==> src/rtl/operand_fetch.sv <==
// Operand fetch stage: reads the register bank, forwards writeback data,
// tracks in-flight destinations and holds one instruction for execute.
module operand_fetch #(
    parameter int BANK_WIDTH     = 5,
    parameter int REGISTER_WIDTH = 32
) (
    input  logic                      clk,
    input  logic                      rst,
    // decode side
    input  logic                      in_valid,
    output logic                      in_ready,
    input  logic [BANK_WIDTH-1:0]     in_rs1,
    input  logic [BANK_WIDTH-1:0]     in_rs2,
    input  logic [BANK_WIDTH-1:0]     in_rd,
    input  logic                      in_use_rs1,
    input  logic                      in_use_rs2,
    input  logic                      in_rd_we,
    input  logic [31:0]               in_pc,
    // execute side
    output logic                      out_valid,
    input  logic                      out_ready,
    output logic [REGISTER_WIDTH-1:0] out_rs1_val,
    output logic [REGISTER_WIDTH-1:0] out_rs2_val,
    output logic [BANK_WIDTH-1:0]     out_rd,
    output logic                      out_rd_we,
    output logic [31:0]               out_pc,
    // writeback side
    input  logic                      wb_valid,
    input  logic [BANK_WIDTH-1:0]     wb_rd,
    input  logic [REGISTER_WIDTH-1:0] wb_data,
    // register bank
    output logic [BANK_WIDTH-1:0]     rs1_sel,
    output logic [BANK_WIDTH-1:0]     rs2_sel,
    output logic [BANK_WIDTH-1:0]     rd_sel,
    output logic                      reg_w,
    output logic [REGISTER_WIDTH-1:0] rd_data,
    input  logic [REGISTER_WIDTH-1:0] rs1_data,
    input  logic [REGISTER_WIDTH-1:0] rs2_data,
    input  logic                      bank_ready,
    output logic [1:0]                state
);

    localparam int NREG = 2 ** BANK_WIDTH;

    typedef enum logic [1:0] {
        DRAIN = 2'd0,
        INIT  = 2'd1,
        RUN   = 2'd2
    } state_e;

    state_e                    state_q;
    logic [NREG-1:0]           pend_q, pend_d;
    logic [NREG-1:0]           clr, set, eff_pend;
    logic                      hazard, accept, leave_run;
    logic                      out_valid_q;
    logic [REGISTER_WIDTH-1:0] rs1_val_q, rs2_val_q;
    logic [REGISTER_WIDTH-1:0] op1, op2;
    logic [BANK_WIDTH-1:0]     rd_q;
    logic                      rd_we_q;
    logic [31:0]               pc_q;

    function automatic logic [REGISTER_WIDTH-1:0] pick(
        input logic [BANK_WIDTH-1:0]     sel,
        input logic                      use_it,
        input logic [REGISTER_WIDTH-1:0] bank
    );
        if (sel == '0 || !use_it) return '0;
        if (wb_valid && wb_rd == sel) return wb_data;
        return bank;
    endfunction

    assign rs1_sel   = in_rs1;
    assign rs2_sel   = in_rs2;
    assign rd_sel    = wb_rd;
    assign rd_data   = wb_data;
    assign reg_w     = wb_valid && wb_rd != '0 && bank_ready;
    assign state     = state_q;
    assign out_valid = out_valid_q;
    assign out_rs1_val = rs1_val_q;
    assign out_rs2_val = rs2_val_q;
    assign out_rd    = rd_q;
    assign out_rd_we = rd_we_q;
    assign out_pc    = pc_q;

    assign op1 = pick(in_rs1, in_use_rs1, rs1_data);
    assign op2 = pick(in_rs2, in_use_rs2, rs2_data);

    assign in_ready = !rst && state_q == RUN && !hazard &&
                      (!out_valid_q || out_ready);
    assign accept    = in_valid && in_ready;
    assign leave_run = state_q == RUN && !bank_ready;

    // Scoreboard view with same-cycle writeback already retired
    always_comb begin
        clr = '0;
        set = '0;
        if (wb_valid) clr[wb_rd] = 1'b1;
        if (accept && in_rd_we && in_rd != '0) set[in_rd] = 1'b1;
        eff_pend = pend_q & ~clr;
        hazard = (in_use_rs1 && in_rs1 != '0 && eff_pend[in_rs1]) ||
                 (in_use_rs2 && in_rs2 != '0 && eff_pend[in_rs2]) ||
                 (in_rd_we && in_rd != '0 && eff_pend[in_rd]);
        pend_d = eff_pend | set;
        pend_d[0] = 1'b0;
    end

    // Bank bring-up sequencing
    always_ff @(posedge clk) begin
        if (rst) begin
            state_q <= DRAIN;
        end else begin
            case (state_q)
                DRAIN:   if (!bank_ready) state_q <= INIT;
                INIT:    if (bank_ready) state_q <= RUN;
                RUN:     if (!bank_ready) state_q <= INIT;
                default: state_q <= DRAIN;
            endcase
        end
    end

    // Scoreboard and execute-side holding register
    always_ff @(posedge clk) begin
        if (rst) begin
            pend_q      <= '0;
            out_valid_q <= 1'b0;
            rs1_val_q   <= '0;
            rs2_val_q   <= '0;
            rd_q        <= '0;
            rd_we_q     <= 1'b0;
            pc_q        <= '0;
        end else begin
            if (leave_run) begin
                pend_q      <= '0;
                out_valid_q <= 1'b0;
            end else begin
                pend_q <= pend_d;
                if (accept) out_valid_q <= 1'b1;
                else if (out_ready) out_valid_q <= 1'b0;
            end
            if (accept) begin
                rs1_val_q <= op1;
                rs2_val_q <= op2;
                rd_q      <= in_rd;
                rd_we_q   <= in_rd_we;
                pc_q      <= in_pc;
            end
        end
    end

endmodule

==> config.mk <==
export PLATFORM = sky130hd
export DESIGN_NAME = operand_fetch
export DESIGN_NICKNAME = d
export VERILOG_FILES = /design/src/rtl/operand_fetch.sv
export SDC_FILE = /design/constraint.sdc
export NUM_CORES = 1
export LEC_CHECK = 0
export ABC_AREA = 0
export ABC_CLOCK_PERIOD_IN_PS = 3200
export BUFFER_PORTS_ARGS = -buffer_cell sky130_fd_sc_hd__buf_2
export CORE_UTILIZATION = 50
export DETAILED_ROUTE_END_ITERATION = 8
export PLACE_DENSITY_LB_ADDON = 0.12
export SYNTH_ARGS = -nofsm -noshare
export SYNTH_HDL_FRONTEND = slang
export SYNTH_SLANG_ARGS = --single-unit
export TNS_END_PERCENT = 30
==> constraint.sdc <==
create_clock -name clk -period 3.2 [get_ports clk]
set_input_delay 0.32 -clock clk [delete_from_list [all_inputs] [get_ports clk]]
set_output_delay 0.32 -clock clk [all_outputs]
set_load 0.01 [all_outputs]
== Yosys cells after proc, flatten, opt, wreduce, memory -nomap -nowiden ==
Index checks and enable logic that the tools add are counted.

* $lt $le $gt $ge: 6
* Eq/ne operators: 6
* Mux-type cells: 31
* Bitwise gates (word level): 3
* Reductions and logical operators: 41

{| class="wikitable"
|+ Operators with widths
! kind !! count
|-
| $mux W32 || 10
|-
| $and A32 B32 Y32 || 1
|-
| $not A32 Y32 || 1
|-
| $or A32 B32 Y32 || 1
|-
| $lt A5 B6 Y1 const B || 4
|-
| $reduce_bool A5 Y1 || 4
|-
| $logic_and A1 B1 Y1 || 19
|-
| $bmux W1 S5 || 3
|-
| $mux W1 || 13
|-
| $demux W1 S5 || 2
|-
| $eq A5 B5 Y1 || 2
|-
| $ge A5 B1 Y1 const B || 2
|-
| $logic_not A5 Y1 || 2
|-
| $logic_not A1 Y1 || 6
|-
| $logic_or A1 B1 Y1 || 5
|-
| $mux W2 || 2
|-
| $ne A2 B2 Y1 const B || 2
|-
| $pmux W2 S2 || 1
|-
| $reduce_or A2 Y1 || 2
|-
| $eq A2 B1 Y1 const B || 1
|-
| $eq A2 B2 Y1 const B || 1
|-
| $logic_not A2 Y1 || 1
|-
| $reduce_and A2 Y1 || 1
|-
| $reduce_bool A2 Y1 || 1
|}

* Register bits: 137
* Output and inout bits: 154

== Depth between registers and ports, before layout ==
Gate-level depths: netlist of the first run.

* Depth in word-level cells: 20
* Mapped depth: 13
* Depth with buffers taken out: 8

== Worst setup path before layout of the first run ==
OpenSTA, ideal clock, no wires.

* Path kind: input to register
* Start point: input wb_rd[3]
* End point: register rs1_val_q[0] (netlist: out_rs1_val[0])
* Setup time: 121 ps
* Data arrival time: 2861 ps
* Required time: 3079 ps
* Path slack: 218 ps
* Stages: 12
* Buffers on the path: 4
* Cell sequence: buf_2 > or2_1 > buf_2 > o21ai_0 > mux2i_1 > mux4_2 > or3_1 > a41oi_2 > nand2_2 > buf_6 > buf_6 > mux2_4

* Word-level cells in the longest chain between the ends: 16
* Elaborated cells between the ends (all ways): 30
* Classes of those cells: order compare (2); eq/ne (1); mux (14); bitwise (2); reduce/logical (11)

{| class="wikitable"
|+ Ends and longest elaborated chain
! what !! line !! source
|-
| start: declaration || 29 || <nowiki>input logic [BANK_WIDTH-1:0] wb_rd,</nowiki>
|-
| $lt A5 B6 Y1 (not written as such) or $ge A5 B1 Y1 (tied branches) || 97 || <nowiki>if (wb_valid) clr[wb_rd] = 1'b1;</nowiki>
|-
| $logic_and A1 B1 Y1 (not written as such) || 97 ||
|-
| $mux W1 (not written as such) || 97 ||
|-
| $demux W1 S5 || 97 ||
|-
| $mux W32 || 97 ||
|-
| $not A32 Y32 || 99 || <nowiki>eff_pend = pend_q & ~clr;</nowiki>
|-
| $and A32 B32 Y32 || 99 ||
|-
| $bmux W1 S5, on equally long branches || 100, 101 ||
|-
| $mux W1, on equally long branches || 100, 101 ||
|-
| $logic_and A1 B1 Y1, on equally long branches || 100, 101 ||
|-
| $logic_or A1 B1 Y1 || 100 || <nowiki>hazard = (in_use_rs1 && in_rs1 != '0 && eff_pend[in_rs1]) ||</nowiki>
|-
| $logic_or A1 B1 Y1 || 101 || <nowiki>(in_use_rs2 && in_rs2 != '0 && eff_pend[in_rs2]) ||</nowiki>
|-
| $logic_not A1 Y1 || 88 || <nowiki>assign in_ready = !rst && state_q == RUN && !hazard &&</nowiki>
|-
| $logic_and A1 B1 Y1 (2 in series) || 88 ||
|-
| $logic_and A1 B1 Y1 || 90 || <nowiki>assign accept = in_valid && in_ready;</nowiki>
|-
| end signal: assignment || 141 || <nowiki>rs1_val_q <= op1;</nowiki>
|-
| end: declaration || 56 || <nowiki>logic [REGISTER_WIDTH-1:0] rs1_val_q, rs2_val_q;</nowiki>
|}

Parallel ways exist; a longest one is shown, timed or not. The select of a mux whose other input is x is not followed.
A chain may end at the register's enable or synchronous reset.

== Final worst setup path of the first run ==
* Start point: input wb_rd[0]
* End point: output in_ready

* Word-level cells in the longest chain between the ends: 15
* Elaborated cells between the ends (all ways): 22
* Classes of those cells: order compare (2); mux (9); bitwise (2); reduce/logical (9)

{| class="wikitable"
|+ Ends and longest elaborated chain
! what !! line !! source
|-
| $lt A5 B6 Y1 (not written as such) or $ge A5 B1 Y1 (tied branches) || 97 ||
|-
| $logic_and A1 B1 Y1 (not written as such) || 97 ||
|-
| $mux W1 (not written as such) || 97 ||
|-
| $demux W1 S5 (*) || 97 ||
|-
| $mux W32 (*) || 97 ||
|-
| $not A32 Y32 (*) || 99 ||
|-
| $and A32 B32 Y32 (*) || 99 ||
|-
| $bmux W1 S5, on equally long branches || 100, 101 ||
|-
| $mux W1, on equally long branches || 100, 101 ||
|-
| $logic_and A1 B1 Y1, on equally long branches || 100, 101 ||
|-
| $logic_or A1 B1 Y1 || 100 ||
|-
| $logic_or A1 B1 Y1 (*) || 101 ||
|-
| $logic_not A1 Y1 (*) || 88 ||
|-
| $logic_and A1 B1 Y1 (*) (2 in series) || 88 ||
|-
| end: declaration || 11 || <nowiki>output logic in_ready,</nowiki>
|}

Mark *: on every way between the ends. The rest lies on a longest branch, timed or not. The select of a mux whose other input is x is not followed.

==> results.txt, run 1 <==
The antenna violation net count after detailed routing was 0; the number of rows created at floorplan was 46. Clock-pin slew was measured on the worst setup and hold paths at 0.06 ns. The core region is 0.0159 mm^2. Switching power of the nets: 1060 uW. Of the available clock period, the critical path in the final layout requires 98.9%. Compared with the post-synthesis result, the final layout area differs by 27.9%. The endpoint type of the worst setup path was an output port. Data arrives at the worst endpoint at 2.84 ns. The die covers 0.0168 mm^2.

The number of hold-slack violations in the final timing report is 0, and the top-level port count is 311. The most frequent standard cell in the layout excluding fill and tap cells is buf_2. In the routed design, unresolved DRC markers number 0.

The portion of synthesized area spent on multiplexers is 25.5%. The detailed-router iteration count before antenna repair is 5, and the source-to-sink clock delay at the later pin of the worst-skew pair is 0.42 ns. The run finished with clean final reports. The maximum number of buffers from clock root to sink was 2; the count of buffer and inverter cells on the critical path was 4. Setup repair after global routing left no endpoint under its margin. The synthesized design contains 0 enable-type register cells. Buffers placed on the I/O ports in this run total 310.

Summed over all nets, the half-perimeter wirelength after detailed placement is 18100 um. Cell type group with the largest total delay on the critical path: compound AO/OA/AOI/OAI gates. The element type at the critical path start was an input pin. Leaving out fill and tap cells, the most frequent cells in the layout are buf_2 (309), dfxtp_1 (136), nor2b_1 (104). The cell with the biggest individual delay on the critical path was o21ai_0.

The min-delay analysis places its worst path in the category input pin to register. The fraction of the mapped netlist area in compound gates was 10.7%; the total of warnings raised by yosys was 0. The run gives 0 as the post-cts repair resize count. The run gives 2.88 ns as the required time of the critical path. In this run, placement finished with an instance count of 1357. At the pin with the least slew margin, the transition time is 0.919 ns.

The total overflow left after global routing is 0. In this design, the stage delay of the slowest critical-path cell is 0.56 ns. Sequential elements use 33.4% of the synthesized area. The post-synthesis cell type count is 59. TritonCTS built the clock tree. Global routing used 28.4% of the available tracks. The worst-path maximum fanout is 12, and the worst setup skew after layout is 0.0121 ns. The first global-routing pass estimated 36800 um of wire.

The buffer count from post-CTS setup fixing is 0, and the xor/xnor cell area share of the yosys netlist is 1.18%. The switching power share of the total is 24.6%, and the largest net degree at the start of global routing is 87. IR analysis of the VDD net gives a maximum drop of 352 uV. The via count of the first global-routing pass was 7101. The tools report the maximum frequency from static timing analysis as 316 MHz. Setup total negative slack on the finished layout was measured at 0 ns. The run gives 0 as the final-report max-slew violation count. After the last flow step, the layout net total stands at 1317.

Of the total synthesized cell area, the portion taken by AND, OR, NAND and NOR gates is 20.2%. The tool flagged a number of max-cap violations equal to 0. The logs give 24700 um for the total detailed-routing wirelength and 0.943 for the final weighted congestion in routability-driven placement. Averaged over all synthesized cells, the footprint is 9.12 um^2. The share of total power dissipated in sequential elements is 39.7%.

The run gives 3240 uW as the cell-internal power. The tools report the clock tree root driver cell as clkbuf_16. The worst path needs 3.16 ns of the cycle, external delays included. Per-cell routed wire length: 17.8 um.

For this design the ratio of total power to cell area is 413 mW/mm^2. After synthesis the netlist holds a flip-flop and latch count of 136. The height of the die was 130 um; the post-synthesis cell count was 894. In this run the cell area of the synthesized design comes to 0.00815 mm^2. After synthesis, the largest family of logic cells by area is multiplexers. The clock drives 136 sinks. The fraction of power consumed by the clock network is 48.7%, and the number of antenna violations at the first check in global routing is 3.

Cells with a size suffix above 1 make up 43.3% of the layout. Dividing the detail-routed via count by the number of cells gives 5.50. In this run, post-CTS hold repair placed 0 buffers.

Walking the worst path, the cells encountered are buf_2, nand4b_1, buf_4, o21ai_0, o21ai_0, a211oi_1, a2111oi_0, a311oi_1, buf_4, and2_1, buf_2. When the netlist entered floorplanning its net count stood at 1051. The die is 130 um wide. In this run, CTS created clock tree buffers numbering 17. Leaving out filler cells and counting taps, the final layout contains 1391.

Class of the most critical setup path: input pin to output port. Setup violations remaining at the end of the flow were counted as 0. Combinational logic is responsible for 11.6% of the overall power. Counting flops with an async set or reset pin after synthesis yields a share of 0%. The post-synthesis adder-cell area fraction came out at 0%. In the synthesized netlist the dominant register cell turns out to be dfxtp_1. The tools report the effective utilization at floorplan as 51.3%.

For this block, the via count after detailed routing is 7651. After the first detailed-routing iteration, the DRC count stood at 511. Summed over all cells, the static leakage comes to 0.00474 uW. The normalized max-slew margin is 38.7%. The H-tree was split into 4 levels.
-- cells by family after synthesis --
kind of cell	after synthesis
buffers and inverters	130
xor gates and xnor gates	11
and+or+nand+nor	306
AOI/OAI and AO/OA	131
DFF	136
muxes	180
-- worst register-to-register path: cells and delay by family (launching register included) --
kind	cells	cell delay, ns
buf+inv	1	0.20
compound gates	2	0.44
mux	2	0.85
simple gates	3	0.62
flops	1	0.32
-- area by class of cell --
type	count	area, um^2
Antenna cell	2	5.00
Clock buffer	23	498
Clock inverter	9	136
Fill cell	1379	5460
Inverter	12	45.0
Multi-Input combinational cell	628	4720
Sequential cell	136	2720
Tap cell	216	270
Timing Repair Buffer	365	2030
-- flip-flops by register name (all words and copies together) (netlist names) --
name,flops
out_valid,1
pend_q,31
out_rs2_val,32
out_rd_we,1
out_rd,5
state,2
out_pc,32
out_rs1_val,32
-- path summary, 6_finish.rpt --
kind	cells after the start	startpoint	slack [ns]	endpoint
worst max-delay path	11	wb_rd[0]	0.04	in_ready
worst min-delay path	2	bank_ready	0.12	state[0]$_SDFFE_PP0P_
worst max register to register	8	pend_q[2]$_SDFF_PP0_	0.66	out_rs1_val[12]$_SDFFE_PP0P_
worst min register to register	2	out_rd[0]$_SDFFE_PP0P_	0.47	out_rd[0]$_SDFFE_PP0P_
-- metrics by stage --
step | utilization (%) | hold WS, ns | power (uW) | setup WS [ns] | area (um^2)
final | 65.6 | 0.121 | 4300 | 0.0357 | 10400
after global routing | 65.6 | 0.109 | 4450 | 0.0155 | 10400
after CTS | 65.6 | 0.110 | 4320 | 0.164 | 10400
after detailed placement | 61.6 | 0.471 | 2240 | 0.0442 | 9790
after global placement | 61.6 | 0.459 | 2230 | 0.0306 | 9790
after floorplan | - | 0.393 | 2040 | 0.218 | 8150
-- power groups by stage --
| stage | sequential (uW) | combinational, uW | clock, uW |
|---|---|---|---|
| global route | 1710 | 541 | 2200 |
| floorplan | 1750 | 294 | 0 |
| finish | 1710 | 498 | 2100 |
| global placement | 1740 | 491 | 0 |
| detailed placement | 1740 | 493 | 0 |
| CTS | 1710 | 495 | 2120 |
-- per-layer routing --
metal	vias to the layer above	routed length [um]	global-route usage, %	share of wire [%]
li1	3669	-	-	-
met1	3528	10300	35.9	42
met2	386	11600	45.4	47
met3	66	2050	7.60	8.3
met4	2	726	12.6	2.9
met5	-	17	0	0.069
-- Yosys cell counts, types with 7 or more instances --
library cell	count	area [um^2]
dfxtp_1	136	2720
nor2b_1	104	651
nor2_1	85	319
mux2i_1	78	781
mux2_2	66	743
buf_4	48	360
clkbuf_1	42	158
nand3_1	37	185
mux2_4	34	510
o21ai_0	34	170
o22ai_1	27	169
nor3_1	15	75.1
o211ai_1	15	113
buf_2	14	70.1
nand2_1	14	52.6
inv_1	11	41.3
nand2b_1	11	68.8
nor4_1	9	56.3
buf_1	8	30.0
xor2_1	7	61.3
Note: power is estimated with default switching activity, not from simulation.
==> run 2, diff against run 1 <==
Settings changed: ABC_AREA 0 to 1, ABC_CLOCK_PERIOD_IN_PS 3200 to default.
==> run 2 against run 1 <==
Critical path depth is 4 higher. Die area is 3.8% lower. Routed wire length is 19% higher.
==> results.txt, run 2 <==
Post-synthesis cell count: 1265 (was 894). The logs give 0.0153 mm^2 (was 0.0159 mm^2) for the area inside the core boundary and 0 (was 3) for the number of antenna violations at the first check in global routing. The cell with the biggest individual delay on the critical path is o21ai_1 (was o21ai_0).

The run gives 27 (was 59) as the post-synthesis cell type count. Routing layer with the top usage in global route: met2 (unchanged). The first-pass GRT wire length is 44200 um (was 36800 um). The tools report the setup slack after layout as 0.193 ns (was 0.0357 ns). The share of post-route cells with drive strength above 1 was 25.8% (was 43.3%).

The per-cell routed wire length is 17.0 um (was 17.8 um). The area of the mapped netlist is 0.00784 mm^2 (was 0.00815 mm^2). The switching power of the nets was 1240 uW (was 1060 uW); the setup slack at placement was 0.206 ns (was 0.0442 ns). The required time of the critical path is 2.88 ns (about the same), and the power density relative to cell area is 446 mW/mm^2 (was 413 mW/mm^2).

Area contributors post-synth: dfxtp_1 (35%), nor2_1 (14%), nand2_1 (12%) (was dfxtp_1 (33%), mux2i_1 (9.6%), mux2_2 (9.1%)). The switching power share of the total is 28.1% (was 24.6%), and the worst-path maximum fanout is 32 (was 12). The cell repeated most along the worst path was nand2_1. The register area share after synthesis is 34.7% (was 33.4%), and the antenna diode count is 0 (was 2). The cell-internal power was 3180 uW (was 3240 uW); the final-report max-slew violation count was 0 (unchanged). Largest net degree at the start of global routing: 91 (was 87). The count of endpoints failing setup in the final report came out at 0 (unchanged). The relative area change from synthesis to final layout is 26.5% (was 27.9%).

The transition time at the pin with the least slew margin came out at 1.15 ns (was 0.919 ns). The vias after detailed routing was 9561 (was 7651); the met3 usage in global routing was 6.03% (was 7.60%). Sequence of cells on the critical path: buf_2, inv_2, nand3_1, o21ai_1, buf_4, nand2_1, nand2_1, nor2_1, nand2_1, nand3_1, a21oi_1, nor2_1, nor2_4, buf_12, buf_2 (was buf_2, nand4b_1, buf_4, o21ai_0, o21ai_0, a211oi_1, a2111oi_0, a311oi_1, buf_4, and2_1, buf_2).

The relative contribution of sequential cells to total power is 38.8% (was 39.7%). Setup repair after global routing left no endpoint under its margin. The minimum clock period was 3.01 ns (was 3.16 ns).

Class of the most critical setup path: input pin to output port (unchanged). The async set-or-reset flop fraction in the synthesized netlist works out to 0% (unchanged). The element type at the critical path start is an input pin (unchanged).

The most frequent cell after synthesis was nor2_1 (was dfxtp_1). The tools report the DRC marker count from the first detailed-route iteration as 901 (was 511). The via count of the first global-routing pass is 8137 (was 7101), and the number of hold-slack violations in the final timing report is 0 (unchanged). The data arrival time of the worst path came out at 2.69 ns (was 2.84 ns). The detail-routed via count per cell is 5.55 (was 5.50), and the sequential cell area is 0.00272 mm^2 (unchanged). The logs give 333 MHz (was 316 MHz) for the maximum frequency from static timing analysis and 6 (was 5) for the detailed-router iteration count before antenna repair. The tools report the total of warnings raised by yosys as 0 (unchanged). Endpoint of the lowest-slack register-to-register path: out_rs2_val[2]$_SDFFE_PP0P_ (was out_rs1_val[12]$_SDFFE_PP0P_). The run gives 0.43 ns (was 0.42 ns) as the source-to-sink clock delay at the later pin of the worst-skew pair. The count of buffer and inverter cells on the critical path works out to 5 (was 4). The fraction of met1 tracks used by global routing was 48.0% (was 35.9%); the maximum cell stage delay along the critical path was 0.45 ns (was 0.56 ns). Endpoint type of the worst setup path: an output port (unchanged). The tools report the number of remaining DRC errors as 0 (unchanged).

Effective utilization at floorplan: 51.4% (was 51.3%). Number of enable flip-flop cells after synthesis: 0 (unchanged). Library cell with the largest summed area after synthesis: dfxtp_1 (unchanged).

The final-layout fill cell count is 1510 (was 1379), and the clock slew seen by the registers of the worst setup and hold paths is 0.06 ns (about the same). The die outline area is 0.0162 mm^2 (was 0.0168 mm^2), and the buffer count from post-CTS setup fixing is 0 (unchanged). The tools report the worst setup skew after layout as 0.0113 ns (was 0.0121 ns).

Most used standard cells in the synthesized netlist: nor2_1 (284), nand2_1 (259), dfxtp_1 (136) (was dfxtp_1 (136), nor2b_1 (104), nor2_1 (85)). The net count reported at finish was 1656 (was 1317); the share of total power in combinational logic was 14.6% (was 11.6%). The height of the die was 127 um (was 130 um); the antenna violation net count after detailed routing was 0 (unchanged). The startpoint of the lowest-slack hold path was bank_ready (unchanged). The total detailed-routing wirelength came out at 29400 um (was 24700 um). For the maximum number of buffers from clock root to sink, the log shows 2 (unchanged). The run gives 20800 um (was 18100 um) as the detailed-placement wirelength estimate. The area of the multi-input gates is 0.00419 mm^2 (was 0.00472 mm^2). The tools report the endpoint of the worst hold-timing path as state[0]$_SDFFE_PP0P_ (unchanged). The clock tree root driver cell was clkbuf_16 (unchanged). The number of cells on the worst hold path was 2 (unchanged); the width of the die was 127 um (was 130 um).

The maximum ir drop on the vdd rail came out at 369 uV (was 352 uV). The total global routing track utilization was 35.3% (was 28.4%); the area share of the largest cell type after synthesis was 34.7% (was 33.4%). The synthesized area per cell works out to 6.20 um^2 (was 9.12 um^2). The flow ran to the end, and the final reports show no timing, DRC or antenna violations. The logs give 136 (unchanged) for the clock sink total and 0 (unchanged) for the number of max-cap violations. Number of rows created at floorplan: 45 (was 46). The minimum setup slack among reg-to-reg paths was 0.93 ns (was 0.66 ns); the H-tree level count was 4 (unchanged). The top-level port count came out at 311 (unchanged). The cell type group with the largest total delay on the critical path was buffers and inverters (was compound AO/OA/AOI/OAI gates). Most frequent standard cell in the layout excluding fill and tap cells: buf_2 (unchanged). The number of synthesized register bits is 136 (unchanged), and the fraction of power consumed by the clock network is 46.6% (was 48.7%). TritonCTS built the clock tree. The run gives 0 (unchanged) as the post-cts repair resize count. Total congestion overflow: 0 (unchanged). Commonest non-fill, non-tap cells in the layout: buf_2 (310), nor2_1 (284), nand2_1 (259) (was buf_2 (309), dfxtp_1 (136), nor2b_1 (104)).

The number of hold buffers added after CTS is 0 (unchanged). The setup total negative slack came out at 0 ns (unchanged). The post-synth net total is 1422 (was 1051), and the fraction of met2 tracks used by global routing is 54.3% (was 45.4%).

The main flop type after synthesis is dfxtp_1 (unchanged). The startpoint of the worst-slack reg-to-reg timing path was pend_q[5]$_SDFF_PP0_ (was pend_q[2]$_SDFF_PP0_). The final worst-path cycle share is 94.0% (was 98.9%). The final weighted congestion in routability-driven placement is 0.963 (was 0.943). The count of port buffers added during placement came out at 310 (unchanged). The clock buffer count from CTS is 17 (unchanged).

The worst hold path class was input pin to register (unchanged). The number of cells traversed by the worst register-to-register path works out to 15 (was 8). For the normalized max-slew margin, the log shows 23.0% (was 38.7%). The tools report the static leakage power as 0.00491 uW (was 0.00474 uW).
-- run 2: cell count changes after synthesis, sizes merged, moves of 78 or more --
cell	before	now
nand2	15	260
nand4	5	88
nor2b	104	0
nor2	85	285
a21oi	6	117
mux2i	78	0
mux2	100	0
-- run 2: worst max-delay path by stage --
stage          startpoint                     endpoint  depth (start not counted)
3_5_place_dp     wb_rd[1]      out_pc[11]$_SDFFE_PP0P_                         18
2_1_floorplan   in_rs1[0]  out_rs1_val[1]$_SDFFE_PP0P_                         12
5_1_grt         in_rs2[0]                     in_ready                         15
4_1_cts          wb_rd[1]                     in_ready                         15
3_3_place_gp     wb_rd[1]      out_pc[18]$_SDFFE_PP0P_                         18
6_report         wb_rd[1]                     in_ready                         15
-- run 2: area by class of cell --
class | count | area share, %
inverter | 74 | 2.80
clock buffer | 19 | 4.47
timing repair buffer | 341 | 18.6
multi-input combinational | 929 | 42.3
clock inverter | 13 | 1.70
tap | 211 | 2.66
sequential | 136 | 27.5
-- run 2: stage by stage --
stage	utilization (%)	cell area, um^2	hold WS [ns]	cells	power, uW
after floorplan	-	7840	0.392	1265	2130
after global placement	61.0	9300	0.457	1691	2380
after detailed placement	61.0	9300	0.466	1691	2380
after CTS	65.0	9920	0.0639	1723	4410
after global routing	65.0	9920	0.0879	1723	4560
final	65.0	9920	0.0773	1723	4420
-- run 2: worst register-to-register path: cells and delay by family, from the launching register on --
kind                   cells  cell delay (ns)
flip-flops                 1             0.36
buffers and inverters      2             0.50
AND/OR/NAND/NOR           11             1.08
AO/OA/AOI/OAI              2             0.24
-- run 2: logic make-up (layout without fill, tap and decap cells) --
logic type,count (synthesis),after routing,synth area share [%]
DFF,136,136,34.7
AOI/OAI and AO/OA,240,240,15.7
and+or+nand+nor,689,689,36.9
buffers and inverters,200,447,12.6
-- run 2: per-layer routing --
metal | vias to the layer above | routed length [um]
li1 | 4590 | -
met1 | 4304 | 12300
met2 | 586 | 13100
met3 | 81 | 2730
met4 | 0 | 1170
met5 | - | 0
-- run 2: power by group through the flow --
stage                     combinational (uW)  sequential, uW  clock [uW]
after floorplan                          371            1760           0
after global placement                   627            1750           0
after detailed placement                 626            1750           0
after CTS                                630            1710        2070
after global routing                     701            1710        2140
final                                    646            1710        2060
